==> config.mk <==
export PLATFORM = sky130hd
export DESIGN_NAME = cnt_sweep_arb
export DESIGN_NICKNAME = d
export VERILOG_FILES = /design/src/rtl/cnt_sweep_pkg.sv /design/src/rtl/sweep_cnt.sv /design/src/rtl/cnt_sweep_arb.sv
export SDC_FILE = /design/constraint.sdc
export NUM_CORES = 1
export LEC_CHECK = 0
export CAP_MARGIN = 20
export CORE_AREA = 2 2 74 76
export CTS_CLUSTER_SIZE = 14
export DETAILED_ROUTE_END_ITERATION = 8
export DIE_AREA = 0 0 76 78
export PLACE_DENSITY = 0.71
export SLEW_MARGIN = 5
export SYNTH_ARGS = -nofsm -noshare
export SYNTH_HDL_FRONTEND = slang
export SYNTH_SLANG_ARGS = --single-unit
export TNS_END_PERCENT = 30
==> constraint.sdc <==
create_clock -name clk -period 1.9 [get_ports clk]
set_input_delay 0.19 -clock clk [delete_from_list [all_inputs] [get_ports clk]]
set_output_delay 0.19 -clock clk [all_outputs]
set_load 0.005 [all_outputs]
==> src/rtl/cnt_sweep_pkg.sv <==
// Shared defaults, state encoding and tag width for the sweep arbiter.
package cnt_sweep_pkg;

  localparam int unsigned N_REQ_DEF = 4;
  localparam int unsigned W_DEF     = 5;
  localparam int unsigned TAG_W     = $clog2(N_REQ_DEF);

  typedef logic [1:0] state_t;

  localparam state_t IDLE = 2'd0;
  localparam state_t LOAD = 2'd1;
  localparam state_t RUN  = 2'd2;
  localparam state_t DONE = 2'd3;

endpackage

==> src/rtl/sweep_cnt.sv <==
// Signed W-bit sweep counter: load a value, step +1 with two's-complement wrap, or hold.
module sweep_cnt
  import cnt_sweep_pkg::*;
#(
  parameter int unsigned W = W_DEF
) (
  input  logic                clk,
  input  logic                rst,
  input  logic                load,
  input  logic                inc,
  input  logic                hold,
  input  logic signed [W-1:0] load_val,
  output logic signed [W-1:0] value
);

  // Counter register; load has priority, increment only when not held.
  always_ff @(posedge clk) begin
    if (rst) begin
      value <= '0;
    end else if (load) begin
      value <= load_val;
    end else if (inc && !hold) begin
      value <= value + W'(1);
    end
  end

endmodule

==> src/rtl/cnt_sweep_arb.sv <==
// Round-robin owner of one shared sweep counter; streams tagged counter beats downstream.
module cnt_sweep_arb
  import cnt_sweep_pkg::*;
#(
  parameter int unsigned N_REQ = N_REQ_DEF,
  parameter int unsigned W     = W_DEF
) (
  input  logic                       clk,
  input  logic                       rst,
  input  logic [N_REQ-1:0]           req,
  input  logic [N_REQ*W-1:0]         start_val,
  input  logic [N_REQ*W-1:0]         end_val,
  input  logic                       hold,
  output logic [N_REQ-1:0]           grant,
  output logic signed [W-1:0]        out_num,
  output logic                       out_vld,
  output logic                       out_last,
  output logic [$clog2(N_REQ)-1:0]   out_tag,
  output logic                       busy
);

  localparam int unsigned TW = $clog2(N_REQ);

  state_t              state, state_d;
  logic [TW-1:0]       ptr, ptr_d;
  logic [TW-1:0]       win, win_d;
  logic signed [W-1:0] start_q, start_d;
  logic signed [W-1:0] end_q, end_d;
  logic [N_REQ-1:0]    grant_d;
  logic [TW-1:0]       tag_d;
  logic signed [W-1:0] num_d;
  logic                vld_d;
  logic                last_d;
  logic                busy_d;

  logic                found;
  logic [TW-1:0]       pick;

  logic                cnt_load;
  logic                cnt_inc;
  logic signed [W-1:0] cnt;
  logic signed [W-1:0] cnt_nx;

  sweep_cnt #(.W(W)) u_cnt (
    .clk      (clk),
    .rst      (rst),
    .load     (cnt_load),
    .inc      (cnt_inc),
    .hold     (hold),
    .load_val (start_q),
    .value    (cnt)
  );

  assign cnt_nx = cnt + W'(1);

  // Circular priority search: first requester at or after the RR pointer.
  always_comb begin
    found = 1'b0;
    pick  = '0;
    for (int k = 0; k < int'(N_REQ); k++) begin
      if (!found && req[TW'(ptr + TW'(k))]) begin
        found = 1'b1;
        pick  = TW'(ptr + TW'(k));
      end
    end
  end

  // Next-state and next-output logic; output registers present each beat.
  always_comb begin
    state_d  = state;
    ptr_d    = ptr;
    win_d    = win;
    start_d  = start_q;
    end_d    = end_q;
    grant_d  = grant;
    tag_d    = out_tag;
    num_d    = out_num;
    vld_d    = 1'b0;
    last_d   = 1'b0;
    cnt_load = 1'b0;
    cnt_inc  = 1'b0;

    case (state)
      IDLE: begin
        if (found) begin
          state_d = LOAD;
          win_d   = pick;
          start_d = start_val[pick*W +: W];
          end_d   = end_val[pick*W +: W];
          grant_d = N_REQ'(1) << pick;
          tag_d   = pick;
        end
      end
      LOAD: begin
        // First beat is the latched start, presented as the counter loads.
        cnt_load = 1'b1;
        num_d    = start_q;
        vld_d    = 1'b1;
        last_d   = (start_q == end_q);
        state_d  = RUN;
      end
      RUN: begin
        if (!hold) begin
          if (cnt == end_q) begin
            state_d = DONE;
          end else begin
            cnt_inc = 1'b1;
            num_d   = cnt_nx;
            vld_d   = 1'b1;
            last_d  = (cnt_nx == end_q);
          end
        end
      end
      DONE: begin
        grant_d = '0;
        ptr_d   = win + TW'(1);
        state_d = IDLE;
      end
      default: begin
        state_d = IDLE;
      end
    endcase

    busy_d = (state_d != IDLE);
  end

  // State, pointer, latched sweep bounds and registered outputs.
  always_ff @(posedge clk) begin
    if (rst) begin
      state    <= IDLE;
      ptr      <= '0;
      win      <= '0;
      start_q  <= '0;
      end_q    <= '0;
      grant    <= '0;
      out_tag  <= '0;
      out_num  <= '0;
      out_vld  <= 1'b0;
      out_last <= 1'b0;
      busy     <= 1'b0;
    end else begin
      state    <= state_d;
      ptr      <= ptr_d;
      win      <= win_d;
      start_q  <= start_d;
      end_q    <= end_d;
      grant    <= grant_d;
      out_tag  <= tag_d;
      out_num  <= num_d;
      out_vld  <= vld_d;
      out_last <= last_d;
      busy     <= busy_d;
    end
  end

endmodule

==> flow_metrics.tcl <==
set metrics [dict create \
    syn_inst 253 \
    crit_path_max_incr_delay_ns 0.61 \
    ys_seq_elements 33 \
    critPathLaunchType "input port" \
    yosysWarnings 0 \
    fillers 448 \
    clockRootBuffer "clkbuf_8" \
    grt.total_usage_pct 19.6 \
    final_cell_mix "clkdlybuf4s50_1, dfxtp_1, nor2_1, a21oi_1, buf_4" \
    critPathKind "input port to flop" \
    diodes 0 \
    num_io_pins 61 \
    clkSinkCount 33 \
    die_h_um 78 \
    grt_pass1_vias 2060 \
    cts-buffers-inserted 5 \
    die_width_um 76 \
    ir_worst_vdd_mv 0.465 \
    worstMarginPinSlew_ns 0.442 \
    fp.coreArea_sq_um 5040 \
    min_period_ns 1.73 \
    grt_antenna_before_repair 0 \
    endpoint_kind "flop" \
    setup_violations 0 \
    cp.arrival_ns 1.90 \
    grt.overflow.total 0 \
    avgRoutedWirePerCell_um 14.4 \
    fin_util_pct 60.5 \
    hpwl_um 4310 \
    port-buffer-count 60 \
    drive_above_1_share_pct 20.4 \
    core.rowCount 26 \
    grt_max_degree 32 \
    ys_seq_area_share_pct 29.6 \
    power.leakage_nw 1.11 \
    power.total_mw 4.05 \
    maxSlewHeadroom_pct 70.5 \
    clkTransAtPathRegs_ns 0.06 \
    path_cells "clkdlybuf4s50_1, or4_4, and2_4, o21ai_1, a2bb2oi_1, nor2_1" \
    cts.path.max_buffers 2 \
    clock_latency_ns 0.28 \
    syn_avg_cell_area_sq_um 8.83 \
    p_per_area_nw_per_um2 1330 \
    htree_levels 2 \
    remaining_drc_errors 0 \
    period_share_pct 91.1 \
    fin_worst_skew_ns 0.00488 \
    dp_cells 382 \
    outcome "finished, final reports clean" \
    tritoncts "yes" \
    async_flop_share_pct 0 \
    crit_path_max_fanout 12 \
    finalHoldViolCount 0 \
    final_common_cell "clkdlybuf4s50_1" \
    syn-cell-area_sq_um 2230 \
    required_ns 2.07 \
    drt_pass1_iterations 5 \
    synth.distinct_cells 52 \
    synth_flop_cell "dfxtp_1" \
    via_per_inst 5.47 \
    grt_pass1_wl_um 9430 \
    synth-edff-count 0 \
    hp-class "flop to flop" \
    rsz0062_at_grt "no" \
    crit_slowest_cell "or4_4" \
    ant_nets 0 \
    tns_ns 0 \
    gp_congestion 0.856 \
    finalWirelength_um 5590 \
    maxCapViolCount 0 \
    num_vias 2124 \
    final_area_sq_um 3050 \
    start_util_pct 44.3 \
    synth_fp_nets 306 \
    slew_violations 0 \
    post_cts_buffers 0 \
    first_iter_violations 108 \
    postPlaceCellArea_sq_um 2970 \
    fin_cells 388 \
    area_delta_synth_final_pct 36.6 \
    die_area_sq_um 5930 \
    fmax_mhz 578 \
    nNetsFinal 372 \
]
==> metrics by stage <==
step | hold slack (ns) | worst slack [ns]
floorplan | 0.291 | 0.319
global placement | 0.474 | -0.0775
detailed placement | 0.486 | -0.136
CTS | 0.503 | 0.131
global route | 0.518 | 0.0568
finish | 0.495 | 0.170
==> area by class of cell <==
type	instances	area [sq um]	area share (%)
clock inverters	1	5.00	0.164
flip-flops and latches	33	662	21.7
well taps	70	87.6	2.87
repair buffers	79	781	25.6
inverters	13	48.8	1.60
clock buffers	5	68.8	2.26
multi-input cells	187	1400	45.8
==> cells by family (layout without fill, tap and decap cells) <==
family                   after synthesis  in the layout  synth area share [%]
multiplexers                           9              9                  4.03
adder cells (fa/ha/maj)                6              6                  3.36
AND/OR/NAND/NOR                       73             73                  17.4
XOR/XNOR                              17             17                  6.66
AO/OA/AOI/OAI                         82             82                  31.1
flip-flops                            33             33                  29.6
buffers and inverters                 33             98                  7.95
==> per-layer routing <==
metal	wire length, um	part of all wire (%)	vias up	global-route usage (%)
met5	0	0	-	0
met4	71	1.3	0	5.45
met3	359	6.4	6	3.49
met2	2660	48	78	33.1
met1	2500	45	975	25.8
li1	-	-	1065	-
==> registers in the layout, summed over array words and instances, names as in the netlist <==
name / cells
win: 2
out_vld: 1
end_q: 5
busy: 1
ptr: 2
state: 2
grant: 4
start_q: 5
u_cnt.value: 5
out_num: 5
out_last: 1
==> synthesized netlist by cell type, drive strengths merged (2+ instances only) <==
master    n  area share (%)
nor2     37             7.2
dfxtp    33              30
a21oi    27             7.9
buf      16             5.1
a211oi   15             6.8
inv      13             2.2
a222oi   10             4.5
mux2i     9             4.0
xor2      9             3.5
o21ai     8             1.8
xnor2     8             3.1
nand2     7             1.6
nor3      7             1.8
ha        6             3.4
a2111oi   4             2.4
clkbuf    4            0.67
nand3     4            0.90
a2bb2oi   3             1.2
and2      3             1.1
nand2b    3            0.84
nor2b     3            0.84
o21bai    3             1.0
o32ai     3             1.2
nand4     2            0.56
nor4      2            0.56
nor4b     2            0.78
o31ai     2            0.90
==> worst max-delay path: cells and delay by family <==
| kind | cells | cell delay (ns) |
|---|---|---|
| AND/OR/NAND/NOR | 3 | 0.91 |
| AO/OA/AOI/OAI | 2 | 0.26 |
| buffers and inverters | 1 | 0.54 |
==> what timing repair did <==
item                       4_1_cts  5_1_grt
hold buffers                     0        0
resized for setup                0        2
setup endpoints to repair        0        4
==> power breakdown <==
group,switching [mW],internal [mW]
clock network,0.238,0.240
registers,0.289,0.936
logic,1.22,1.13
==> final timing paths <==
path,from,to,slack [ns],cells after the start
setup / recovery,req[0],win[1],0.17,6
hold / removal,out_num[2],out_num[2],0.50,2
setup reg to reg,state[0],u_cnt.value[2],0.21,7
hold reg to reg,out_num[2],out_num[2],0.50,2
(Power assumes the default switching activity.)
